## config.mk

```make
export PLATFORM = sky130hd
export DESIGN_NAME = threat_arbiter_flat
export DESIGN_NICKNAME = d
export VERILOG_FILES = /design/src/rtl/threat_arbiter_if.sv /design/src/rtl/threat_arbiter.sv /design/src/flat_wrapper.sv
export SDC_FILE = /design/constraint.sdc
export NUM_CORES = 1
export LEC_CHECK = 0
export BUFFER_PORTS_ARGS = -buffer_cell sky130_fd_sc_hd__clkbuf_2
export CORE_AREA = 2 2 624 626
export CTS_CLUSTER_DIAMETER = 100
export DETAILED_ROUTE_END_ITERATION = 16
export DIE_AREA = 0 0 626 628
export PLACE_DENSITY = 0.3
export SYNTH_ARGS = -nofsm -noshare
export SYNTH_HDL_FRONTEND = slang
export SYNTH_SLANG_ARGS = --single-unit
```

## constraint.sdc

```tcl
create_clock -name i_clk -period 1.95 [get_ports i_clk]
set_input_delay 0.4875 -clock i_clk [delete_from_list [all_inputs] [get_ports i_clk]]
set_output_delay 0.4875 -clock i_clk [all_outputs]
set_load 0.02 [all_outputs]
```

## src/rtl/threat_arbiter_if.sv

```systemverilog
// -----------------------------------------------------------------------------
// threat_arbiter_if
//
// Groups every request, engine and response signal of threat_arbiter into one
// bundle. Signal names keep their i_/o_ prefixes as seen from the arbiter, so
// the arbiter's view is the 'slave' modport and the environment (requesters,
// engine, response consumer) drives the bus through the 'master' modport.
//
// Parameters:
//   BOARD_W  board snapshot width (225 cells x 2 bits)
//
// Signals:
//   i_req0_*/i_req1_*  request valid, turn and board from requesters 0 and 1
//   o_req0/1_grant     one-cycle grant pulses
//   o_eng_*            start pulse, latched turn/board and abort pulse to engine
//   i_eng_*            finish pulse and result fields from the engine
//   o_rsp_*            tagged, registered response bus
//   o_busy             arbiter is not idle
// -----------------------------------------------------------------------------
interface threat_arbiter_if #(
    parameter int BOARD_W = 450
);
    // Requesters
    logic               i_req0_valid;
    logic               i_req1_valid;
    logic               i_req0_turn;
    logic               i_req1_turn;
    logic [BOARD_W-1:0] i_req0_board;
    logic [BOARD_W-1:0] i_req1_board;
    logic               o_req0_grant;
    logic               o_req1_grant;

    // Engine
    logic               o_eng_start;
    logic               o_eng_turn;
    logic [BOARD_W-1:0] o_eng_board;
    logic               o_eng_abort;
    logic               i_eng_finish;
    logic [49:0]        i_eng_posX;
    logic [49:0]        i_eng_posY;
    logic [5:0]         i_eng_size;
    logic [1:0]         i_eng_win;

    // Response
    logic               o_rsp_valid;
    logic               o_rsp_id;
    logic [49:0]        o_rsp_posX;
    logic [49:0]        o_rsp_posY;
    logic [5:0]         o_rsp_size;
    logic [1:0]         o_rsp_win;
    logic               o_rsp_timeout;
    logic               o_busy;

    modport slave (
        input  i_req0_valid, i_req1_valid, i_req0_turn, i_req1_turn,
        input  i_req0_board, i_req1_board,
        output o_req0_grant, o_req1_grant,
        output o_eng_start, o_eng_turn, o_eng_board, o_eng_abort,
        input  i_eng_finish, i_eng_posX, i_eng_posY, i_eng_size, i_eng_win,
        output o_rsp_valid, o_rsp_id, o_rsp_posX, o_rsp_posY, o_rsp_size,
        output o_rsp_win, o_rsp_timeout, o_busy
    );

    modport master (
        output i_req0_valid, i_req1_valid, i_req0_turn, i_req1_turn,
        output i_req0_board, i_req1_board,
        input  o_req0_grant, o_req1_grant,
        input  o_eng_start, o_eng_turn, o_eng_board, o_eng_abort,
        output i_eng_finish, i_eng_posX, i_eng_posY, i_eng_size, i_eng_win,
        input  o_rsp_valid, o_rsp_id, o_rsp_posX, o_rsp_posY, o_rsp_size,
        input  o_rsp_win, o_rsp_timeout, o_busy
    );
endinterface

```

## src/rtl/threat_arbiter.sv

```systemverilog
// -----------------------------------------------------------------------------
// threat_arbiter
//
// Shares one threat-evaluation engine between the win-checker (requester 0)
// and the AI move search (requester 1). Requests are arbitrated round-robin,
// the winner's board and turn are latched for the engine, the engine's
// start/finish handshake is sequenced, and the result is returned on a single
// response bus tagged with the owning requester id.
//
// Sequence: IDLE -> START (grant + start pulse) -> WAIT (until finish)
//           -> RESP (response pulse) -> IDLE.
//
// Ports:
//   i_clk    clock, all logic on the rising edge
//   i_rst_n  synchronous active-low reset
//   bus      threat_arbiter_if.slave: requests, engine handshake, response
//
// Parameters:
//   BOARD_W  board width (450)
//   TO_W     timeout counter width      (only with THREAT_ARB_TIMEOUT_EN)
//   TIMEOUT  WAIT cycles before abort   (only with THREAT_ARB_TIMEOUT_EN)
//
// Optional feature macro: THREAT_ARB_TIMEOUT_EN
//   Defined   : a WAIT-cycle counter aborts a stuck engine and returns an
//               all-zero response flagged with o_rsp_timeout.
//   Undefined : WAIT lasts until finish; o_eng_abort and o_rsp_timeout are 0.
// -----------------------------------------------------------------------------
module threat_arbiter #(
    parameter int BOARD_W = 450
`ifdef THREAT_ARB_TIMEOUT_EN
    ,
    parameter int TO_W    = 12,
    parameter int TIMEOUT = 4095
`endif
) (
    input  logic              i_clk,
    input  logic              i_rst_n,
    threat_arbiter_if.slave   bus
);

    typedef enum logic [1:0] {
        ST_IDLE,
        ST_START,
        ST_WAIT,
        ST_RESP
    } state_e;

    state_e             state_q, state_d;
    logic               id_q, id_d;          // owner of the in-flight request
    logic               last_q, last_d;      // requester granted most recently
    logic               turn_q, turn_d;
    logic [BOARD_W-1:0] board_q, board_d;
    logic [49:0]        rsp_posx_q, rsp_posx_d;
    logic [49:0]        rsp_posy_q, rsp_posy_d;
    logic [5:0]         rsp_size_q, rsp_size_d;
    logic [1:0]         rsp_win_q, rsp_win_d;
    logic               win_id;
    logic               any_req;

`ifdef THREAT_ARB_TIMEOUT_EN
    logic [TO_W-1:0]    cnt_q, cnt_d;
    logic               rsp_to_q, rsp_to_d;
    logic               abort_c;
`endif

    // Round-robin pick: a lone request always wins; on a tie the requester
    // that was not granted last wins.
    assign any_req = bus.i_req0_valid | bus.i_req1_valid;
    assign win_id  = bus.i_req1_valid & (~bus.i_req0_valid | ~last_q);

    // -------------------------------------------------------------------------
    // Next-state and datapath
    // -------------------------------------------------------------------------
    always_comb begin
        // NOTE: every signal written here gets a default first so that no
        // path through the case statement leaves it unassigned (no latches).
        state_d    = state_q;
        id_d       = id_q;
        last_d     = last_q;
        turn_d     = turn_q;
        board_d    = board_q;
        rsp_posx_d = rsp_posx_q;
        rsp_posy_d = rsp_posy_q;
        rsp_size_d = rsp_size_q;
        rsp_win_d  = rsp_win_q;
`ifdef THREAT_ARB_TIMEOUT_EN
        cnt_d      = cnt_q;
        rsp_to_d   = rsp_to_q;
        abort_c    = 1'b0;
`endif

        unique case (state_q)
            ST_IDLE: begin
                if (any_req) begin
                    id_d    = win_id;
                    last_d  = win_id;
                    turn_d  = win_id ? bus.i_req1_turn  : bus.i_req0_turn;
                    board_d = win_id ? bus.i_req1_board : bus.i_req0_board;
                    state_d = ST_START;
                end
            end

            ST_START: begin
`ifdef THREAT_ARB_TIMEOUT_EN
                cnt_d   = '0;
`endif
                state_d = ST_WAIT;
            end

            ST_WAIT: begin
                // Finish takes priority over a timeout landing in the same cycle.
                if (bus.i_eng_finish) begin
                    rsp_posx_d = bus.i_eng_posX;
                    rsp_posy_d = bus.i_eng_posY;
                    rsp_size_d = bus.i_eng_size;
                    rsp_win_d  = bus.i_eng_win;
`ifdef THREAT_ARB_TIMEOUT_EN
                    rsp_to_d   = 1'b0;
`endif
                    state_d    = ST_RESP;
                end
`ifdef THREAT_ARB_TIMEOUT_EN
                else if (cnt_q == TO_W'(TIMEOUT)) begin
                    abort_c    = 1'b1;
                    rsp_posx_d = '0;
                    rsp_posy_d = '0;
                    rsp_size_d = '0;
                    rsp_win_d  = '0;
                    rsp_to_d   = 1'b1;
                    state_d    = ST_RESP;
                end else begin
                    cnt_d = cnt_q + TO_W'(1);
                end
`endif
            end

            ST_RESP: begin
                state_d = ST_IDLE;
            end

            default: begin
                state_d = ST_IDLE;
            end
        endcase
    end

    // -------------------------------------------------------------------------
    // State registers
    // -------------------------------------------------------------------------
    always_ff @(posedge i_clk) begin
        // NOTE: sequential state uses non-blocking assignments so all registers
        // update together from the values sampled at the same clock edge.
        if (!i_rst_n) begin
            state_q    <= ST_IDLE;
            id_q       <= 1'b0;
            last_q     <= 1'b1;   // requester 0 wins the first tie
            turn_q     <= 1'b0;
            board_q    <= '0;
            rsp_posx_q <= '0;
            rsp_posy_q <= '0;
            rsp_size_q <= '0;
            rsp_win_q  <= '0;
        end else begin
            state_q    <= state_d;
            id_q       <= id_d;
            last_q     <= last_d;
            turn_q     <= turn_d;
            board_q    <= board_d;
            rsp_posx_q <= rsp_posx_d;
            rsp_posy_q <= rsp_posy_d;
            rsp_size_q <= rsp_size_d;
            rsp_win_q  <= rsp_win_d;
        end
    end

`ifdef THREAT_ARB_TIMEOUT_EN
    always_ff @(posedge i_clk) begin
        if (!i_rst_n) begin
            cnt_q    <= '0;
            rsp_to_q <= 1'b0;
        end else begin
            cnt_q    <= cnt_d;
            rsp_to_q <= rsp_to_d;
        end
    end

    assign bus.o_eng_abort   = abort_c;
    assign bus.o_rsp_timeout = rsp_to_q;
`else
    assign bus.o_eng_abort   = 1'b0;
    assign bus.o_rsp_timeout = 1'b0;
`endif

    // -------------------------------------------------------------------------
    // Outputs: pulses are decoded from the registered state, so reset forces
    // them all to 0 together with the state.
    // -------------------------------------------------------------------------
    assign bus.o_req0_grant = (state_q == ST_START) & ~id_q;
    assign bus.o_req1_grant = (state_q == ST_START) &  id_q;
    assign bus.o_eng_start  = (state_q == ST_START);
    assign bus.o_eng_turn   = turn_q;
    assign bus.o_eng_board  = board_q;
    assign bus.o_rsp_valid  = (state_q == ST_RESP);
    assign bus.o_rsp_id     = id_q;
    assign bus.o_rsp_posX   = rsp_posx_q;
    assign bus.o_rsp_posY   = rsp_posy_q;
    assign bus.o_rsp_size   = rsp_size_q;
    assign bus.o_rsp_win    = rsp_win_q;
    assign bus.o_busy       = (state_q != ST_IDLE);

endmodule
```

## src/flat_wrapper.sv

```systemverilog
// flat-port wrapper written by rule: the top's interface ports become plain ports
module threat_arbiter_flat 
#(
    parameter int BOARD_W = 450

)
  (i_clk, i_rst_n, bus_i_req0_valid, bus_i_req1_valid, bus_i_req0_turn, bus_i_req1_turn, bus_i_req0_board, bus_i_req1_board, bus_o_req0_grant, bus_o_req1_grant, bus_o_eng_start, bus_o_eng_turn, bus_o_eng_board, bus_o_eng_abort, bus_i_eng_finish, bus_i_eng_posX, bus_i_eng_posY, bus_i_eng_size, bus_i_eng_win, bus_o_rsp_valid, bus_o_rsp_id, bus_o_rsp_posX, bus_o_rsp_posY, bus_o_rsp_size, bus_o_rsp_win, bus_o_rsp_timeout, bus_o_busy);
  threat_arbiter_if #(.BOARD_W(BOARD_W)) bus_i ();
  input  logic i_clk;
  input  logic i_rst_n;
  input wire logic [$bits(bus_i.i_req0_valid)-1:0] bus_i_req0_valid;
  input wire logic [$bits(bus_i.i_req1_valid)-1:0] bus_i_req1_valid;
  input wire logic [$bits(bus_i.i_req0_turn)-1:0] bus_i_req0_turn;
  input wire logic [$bits(bus_i.i_req1_turn)-1:0] bus_i_req1_turn;
  input wire logic [$bits(bus_i.i_req0_board)-1:0] bus_i_req0_board;
  input wire logic [$bits(bus_i.i_req1_board)-1:0] bus_i_req1_board;
  output wire logic [$bits(bus_i.o_req0_grant)-1:0] bus_o_req0_grant;
  output wire logic [$bits(bus_i.o_req1_grant)-1:0] bus_o_req1_grant;
  output wire logic [$bits(bus_i.o_eng_start)-1:0] bus_o_eng_start;
  output wire logic [$bits(bus_i.o_eng_turn)-1:0] bus_o_eng_turn;
  output wire logic [$bits(bus_i.o_eng_board)-1:0] bus_o_eng_board;
  output wire logic [$bits(bus_i.o_eng_abort)-1:0] bus_o_eng_abort;
  input wire logic [$bits(bus_i.i_eng_finish)-1:0] bus_i_eng_finish;
  input wire logic [$bits(bus_i.i_eng_posX)-1:0] bus_i_eng_posX;
  input wire logic [$bits(bus_i.i_eng_posY)-1:0] bus_i_eng_posY;
  input wire logic [$bits(bus_i.i_eng_size)-1:0] bus_i_eng_size;
  input wire logic [$bits(bus_i.i_eng_win)-1:0] bus_i_eng_win;
  output wire logic [$bits(bus_i.o_rsp_valid)-1:0] bus_o_rsp_valid;
  output wire logic [$bits(bus_i.o_rsp_id)-1:0] bus_o_rsp_id;
  output wire logic [$bits(bus_i.o_rsp_posX)-1:0] bus_o_rsp_posX;
  output wire logic [$bits(bus_i.o_rsp_posY)-1:0] bus_o_rsp_posY;
  output wire logic [$bits(bus_i.o_rsp_size)-1:0] bus_o_rsp_size;
  output wire logic [$bits(bus_i.o_rsp_win)-1:0] bus_o_rsp_win;
  output wire logic [$bits(bus_i.o_rsp_timeout)-1:0] bus_o_rsp_timeout;
  output wire logic [$bits(bus_i.o_busy)-1:0] bus_o_busy;
  assign bus_i.i_req0_valid = bus_i_req0_valid;
  assign bus_i.i_req1_valid = bus_i_req1_valid;
  assign bus_i.i_req0_turn = bus_i_req0_turn;
  assign bus_i.i_req1_turn = bus_i_req1_turn;
  assign bus_i.i_req0_board = bus_i_req0_board;
  assign bus_i.i_req1_board = bus_i_req1_board;
  assign bus_o_req0_grant = bus_i.o_req0_grant;
  assign bus_o_req1_grant = bus_i.o_req1_grant;
  assign bus_o_eng_start = bus_i.o_eng_start;
  assign bus_o_eng_turn = bus_i.o_eng_turn;
  assign bus_o_eng_board = bus_i.o_eng_board;
  assign bus_o_eng_abort = bus_i.o_eng_abort;
  assign bus_i.i_eng_finish = bus_i_eng_finish;
  assign bus_i.i_eng_posX = bus_i_eng_posX;
  assign bus_i.i_eng_posY = bus_i_eng_posY;
  assign bus_i.i_eng_size = bus_i_eng_size;
  assign bus_i.i_eng_win = bus_i_eng_win;
  assign bus_o_rsp_valid = bus_i.o_rsp_valid;
  assign bus_o_rsp_id = bus_i.o_rsp_id;
  assign bus_o_rsp_posX = bus_i.o_rsp_posX;
  assign bus_o_rsp_posY = bus_i.o_rsp_posY;
  assign bus_o_rsp_size = bus_i.o_rsp_size;
  assign bus_o_rsp_win = bus_i.o_rsp_win;
  assign bus_o_rsp_timeout = bus_i.o_rsp_timeout;
  assign bus_o_busy = bus_i.o_busy;
  threat_arbiter #(.BOARD_W(BOARD_W)) u_core (.i_clk(i_clk), .i_rst_n(i_rst_n), .bus(bus_i));
endmodule
```

==> impl_metrics.yaml, run 1 <==
logic_synthesis:
  ys_types: 26
  ys_top_cells_by_area: "dfxtp_1 (49%), nand2_1 (18%), a31oi_1 (12%)"
  synth_top_area_share: 0.490
  synth_seq_cells: 563
  netlist_area_um2: 23000
  yosysTopAreaCell: "dfxtp_1"
  synthCells: 3006
  syn_area_per_cell_um2: 7.66
  synth.yosys.seq_area_share: 0.490
  synth-warning-count: 0
layout:
  fillers: 44369
  utilization: 0.145
  fin_area_um2: 56100
  stdcell_count: 10899
  drive_gt1_frac: 0.385
  nets: 6587
  area_delta_synth_final_pct: 143
sta:
  fmax_mhz: 455
  layout_setup_ws_ns: -0.247
  skew_ns: 0.0491
  setup_violations: 5
  layout_min_cycle_time_ns: 2.20
  fin_tns_setup_ns: -0.933
  relSlewSlack: 0.648
  finalHoldViolCount: 0
  grt_setup_unrepaired: "yes"
  timing.final.crit_share: 1.13
  worst_pin_slew_ns: 0.528
  drv_slew: 0
die:
  die_h_um: 628
  io_pins: 1582
  initial_core_util: 0.0595
  rows: 229
  die_w_um: 626
  coreArea_um2: 387000
  die_area_um2: 393000
pwr:
  power_density_nw_per_um2: 1310
  p_leak_nw: 23.1
  irDropWorstVdd_v: 0.000613
clock_network:
  cts_tree: "built"
  cts_made_buffers: 88
  clockBufferDepth: 4
  insertion_delay_ns: 0.83
  clockRootBuffer: "clkbuf_16"
  cts_sinks: 563
  htree_levels: 3
  clk_pin_slew_ns: 0.05
route:
  wl_um: 294000
  drt_iter0_markers: 1957
  ant_nets: 0
  num_vias: 33690
  viasPerCell: 3.09
  drtPass1Iterations: 5
  drc: 0
  wl_per_cell_um: 27.0
worst_setup_path:
  r2r-start: "u_core.state_q[0]"
  rr_worst_depth: 8
  endpoint: "bus_o_busy"
  timing.rr.end: "u_core.bus.o_eng_board[83]"
  crit_start: "u_core.state_q[0]"
  end_kind: "output port"
  r2r_slack_ns: 0.10
  crit_type: "flip-flop to output port"
  start_kind: "flip-flop"
  crit_required_ns: 1.46
  crit_path_max_fanout: 4
  cp.arrival_ns: 1.71
place:
  gp_congestion: 0.923
  io_buffer_count: 1579
  placed_cell_area_um2: 38000
  dp_hpwl_um: 259000
  dp_cells: 9668
grt:
  grt_pass1_wl_um: 368000
  grt_overflow: 0
  grt_pass1_vias: 34826
  grt_max_degree: 67
  grt_use_total: 0.143
  antenna_found_initial: 149
run_status:
  violations: "negative setup slack"
  status: "complete, but fails checks"
hold_path:
  hold_class: "input pin to flip-flop"
flow_run:
  drv_cap: 0
## stage by stage
step                      total power, mW  hold slack (ns)  setup WS [ns]
after floorplan                      30.5            0.468          0.415
after global placement               49.5            0.454        -0.0883
after detailed placement             49.5            0.459         -0.148
after CTS                            75.2          0.00358         -0.380
after global routing                 77.5           0.0325         -0.380
final                                73.2           0.0427         -0.247
## flip-flops by register name (all words and copies together), names as in the netlist
signal,flops
u_core.bus.o_rsp_win,2
u_core.last_q,1
u_core.bus.o_rsp_size,6
u_core.bus.o_eng_turn,1
u_core.bus.o_rsp_id,1
u_core.bus.o_rsp_posY,50
u_core.state_q,2
u_core.bus.o_eng_board,450
u_core.bus.o_rsp_posX,50
## placed cells by master, fill, tap and decap left out, types with 70 or more instances in the layout
master,instances
a21boi_0,108
a31oi_1,451
buf_4,124
clkbuf_16,189
clkbuf_2,1149
clkbuf_4,77
clkbuf_8,258
dfxtp_1,306
dfxtp_2,224
diode_2,70
dlygate4sd3_1,996
nand2_1,1120
o21ai_0,309
o21ai_1,143
## cells in the mapped netlist
library cell / instances
o221a_2: 1
conb_1: 1
clkbuf_1: 100
o21ai_0: 309
and2_1: 3
nor2b_1: 1
ha_1: 4
a21boi_2: 1
buf_1: 2
and3_1: 1
a21bo_2: 1
dfxtp_1: 563
clkbuf_2: 1
o32a_1: 1
buf_4: 39
buf_6: 10
a31oi_1: 451
o21ai_1: 143
o22ai_1: 1
buf_2: 136
nand2_1: 1121
a21boi_0: 108
inv_1: 5
a21oi_1: 1
o21a_2: 1
mux2i_1: 1
## cell families (layout without fill, tap and decap cells)
kind of cell,count (synthesis),after routing,synth area share
AO/OA/AOI/OAI,1018,1018,0.259
adder cells (fa/ha/maj),4,4,0.00217
buffers and inverters,293,2918,0.0648
flip-flops,563,563,0.490
multiplexers,1,1,0.000435
other,1,72,0.000163
AND/OR/NAND/NOR,1126,1126,0.184
## how the worst min path moves through the flow
stage                                          from                     endpoint  slack [ns]  cells after the start
after detailed placement  u_core.bus.o_rsp_posX[22]    u_core.bus.o_rsp_posX[22]        0.46                      2
final                         bus_i_req0_board[302]  u_core.bus.o_eng_board[302]        0.04                      3
after global placement    u_core.bus.o_rsp_posY[10]    u_core.bus.o_rsp_posY[10]        0.45                      2
after CTS                        bus_i_eng_posY[29]    u_core.bus.o_rsp_posY[29]       0.004                      3
after global routing          bus_i_req0_board[308]  u_core.bus.o_eng_board[308]        0.03                      3
after floorplan                   u_core.state_q[1]            u_core.state_q[1]        0.47                      2
## area by class of cell
class / count / area [um2] / area share
Multi-Input combinational cell: 2151 / 10300 / 0.184
Antenna cell: 70 / 175 / 0.00312
Inverter: 5 / 27.5 / 0.000491
Clock inverter: 28 / 328 / 0.00585
Tap cell: 5197 / 6500 / 0.116
Clock buffer: 126 / 2540 / 0.0454
Timing Repair Buffer: 2759 / 24500 / 0.437
Sequential cell: 563 / 11700 / 0.208
## repair_timing
item / CTS / global route
resized for setup: 1188 / 11
hold endpoints to repair: 558 / 0
setup endpoints to repair: 432 / 24
pin swaps: 3 / 1
gates cloned: 0 / 2
hold buffers: 996 / 0
buffers inserted: 9 / 1
## per-layer routing
layer	track usage	part of all wire	wire [um]
met5	0	0.0014	399
met4	0.0335	0.025	7390
met3	0.0712	0.12	34300
met2	0.238	0.46	136000
met1	0.163	0.39	116000
## where the power goes
group / internal, mW / switching (mW)
Sequential: 15.9 / 3.14
Combinational: 14.7 / 23.0
Clock: 9.71 / 6.79
Total: 40.3 / 33.0
## worst max-delay path: stages, from the launching register on
cell	delay (ns)
dfxtp_4	0.37
inv_4	0.06
ha_4	0.13
buf_6	0.10
clkinvlp_4	0.11
buf_12	0.16
(Power assumes the default switching activity.)
==> run 2, diff against run 1 <==
CELL_PAD_IN_SITES_DETAIL_PLACEMENT = 0   (was unset)
CELL_PAD_IN_SITES_GLOBAL_PLACEMENT = 1   (was unset)
CORE_AREA = 2 2 622 624   (was 2 2 624 626)
DIE_AREA = 0 0 624 626   (was 0 0 626 628)
PLACE_DENSITY = 0.33   (was 0.3)
REMOVE_ABC_BUFFERS = 1   (was unset)
==> impl_metrics.yaml, run 2 (same netlist as run 1, synthesis figures left out) <==
pwr:
  irDropWorstVdd_v: 0.000636
  p_total_mw: 77.3
  power_density_nw_per_um2: 1370
  p_leak_nw: 23.4
worst_setup_path:
  crit_type: "flip-flop to output port"
  end_kind: "output port"
  r2r_slack_ns: -0.03
  timing.rr.end: "u_core.bus.o_eng_board[55]"
  r2r-start: "u_core.state_q[0]"
  rr_worst_depth: 10
  crit_path_max_fanout: 3
  cp.arrival_ns: 1.70
  max_stage_delay_ns: 0.32
  crit_required_ns: 1.46
  crit_chain: "buf_6 > ha_4 > nor2b_1 > buf_4"
  start_kind: "flip-flop"
  crit_slowest_cell: "dfxtp_2"
hold_path:
  hp-start: "bus_i_req0_board[96]"
  min_path_cells: 3
  min_to: "u_core.bus.o_eng_board[96]"
  hold_class: "input pin to flip-flop"
grt:
  grt_max_degree: 90
  grt_pass1_wl_um: 339000
  grt_use_total: 0.130
  grt_overflow: 0
  grt_pass1_vias: 34783
  antenna_found_initial: 38
layout:
  multiInputGateArea_um2: 10300
  nets: 6614
  mostFrequentLayoutCell: "clkbuf_2"
  area_delta_synth_final_pct: 144
  fillers: 44184
  seqCellArea_um2: 11800
  largest_register_ffs: 450
  stdcell_count: 10733
  fin_area_um2: 56300
  final_cell_mix: "clkbuf_2 (1199), nand2_1 (1120), dlygate4sd3_1 (987)"
  drive_gt1_frac: 0.390
place:
  io_buffer_count: 1579
  dp_cells: 9513
  gp_congestion: 0.895
  preCtsSetupSlack_ns: -0.100
  dp_hpwl_um: 227000
  placed_cell_area_um2: 37700
route:
  drtPass1Iterations: 5
  wl_per_cell_um: 25.4
  drt_iter0_markers: 1681
  wl_um: 273000
  viasPerCell: 3.08
  ant_nets: 0
  num_vias: 33102
  drc: 0
flow_run:
  drv_cap: 0
die:
  initial_core_util: 0.0599
  coreArea_um2: 384000
  io_pins: 1582
  die_area_um2: 391000
  die_h_um: 626
  rows: 228
  die_w_um: 624
run_status:
  violations: "negative setup slack"
  status: "complete, but fails checks"
sta:
  whs_ns: 0.0691
  fmax_mhz: 457
  layout_setup_ws_ns: -0.237
  skew_ns: 0.0649
  drv_slew: 0
  layout_min_cycle_time_ns: 2.19
  finalHoldViolCount: 0
  grt_setup_unrepaired: "yes"
  setup_violations: 21
  timing.final.crit_share: 1.12
clock_network:
  cts_sinks: 563
  clockRootBuffer: "clkbuf_16"
  htree_levels: 3
  clk_pin_slew_ns: 0.06
  insertion_delay_ns: 0.80
  cts_made_buffers: 93
  clockBufferDepth: 4
  cts_tree: "built"
==> run 2: timing repair <==
action / 4_1_cts / 5_1_grt
cloned: 3 / 24
setup buffers: 16 / 18
hold buffers: 987 / 0
endpoints found under the hold margin: 548 / 0
resized for setup: 1168 / 43
endpoints found under the setup margin: 384 / 390
pin swaps: 4 / 2
==> run 2: how the worst max path moves through the flow <==
| stage | start | end | depth (start not counted) |
|---|---|---|---|
| 3_3_place_gp | bus_i_req0_valid | u_core.bus.o_eng_board[305] | 7 |
| 6_report | u_core.state_q[0] | bus_o_req0_grant | 4 |
| 4_1_cts | u_core.state_q[0] | bus_o_req0_grant | 4 |
| 3_5_place_dp | bus_i_req0_valid | u_core.bus.o_eng_board[305] | 7 |
| 5_1_grt | u_core.state_q[0] | bus_o_req0_grant | 4 |
| 2_1_floorplan | u_core.last_q | u_core.bus.o_eng_board[0] | 3 |
==> run 2: through the flow <==
stage	util	TNS, ns
finish	0.146	-1.21
global route	0.146	-8.73
CTS	0.144	-11.98
detailed placement	0.0980	-0.651
global placement	0.0980	-0.761
floorplan	-	-3691.03
==> run 2: critical path, delay by kind of cell, from the launching register on <==
family | cells | cell delay (ns)
DFF | 1 | 0.32
buffers and inverters | 2 | 0.27
adders and majority gates | 1 | 0.18
and+or+nand+nor | 1 | 0.13
==> run 2: final cells by class <==
type                            count  share of cell area
Antenna cell                       15            0.000667
Multi-Input combinational cell   2151               0.184
Tap cell                         5060               0.113
Inverter                            5            0.000422
Clock buffer                      129              0.0466
Timing Repair Buffer             2781               0.441
Sequential cell                   563               0.209
Clock inverter                     29             0.00625
==> run 2: routing by layer <==
metal,track usage,vias up,share of wire
met5,0,-,0.00030
li1,-,15586,-
met1,0.139,16088,0.38
met3,0.0457,211,0.083
met2,0.242,1205,0.51
met4,0.0303,12,0.024
==> run 2: power breakdown <==
group          internal, mW  switching, mW  total [mW]
Clock                  10.1           6.95        17.1
Combinational          16.7           24.0        40.7
Sequential             16.0           3.54        19.5
Total                  42.8           34.5        77.3
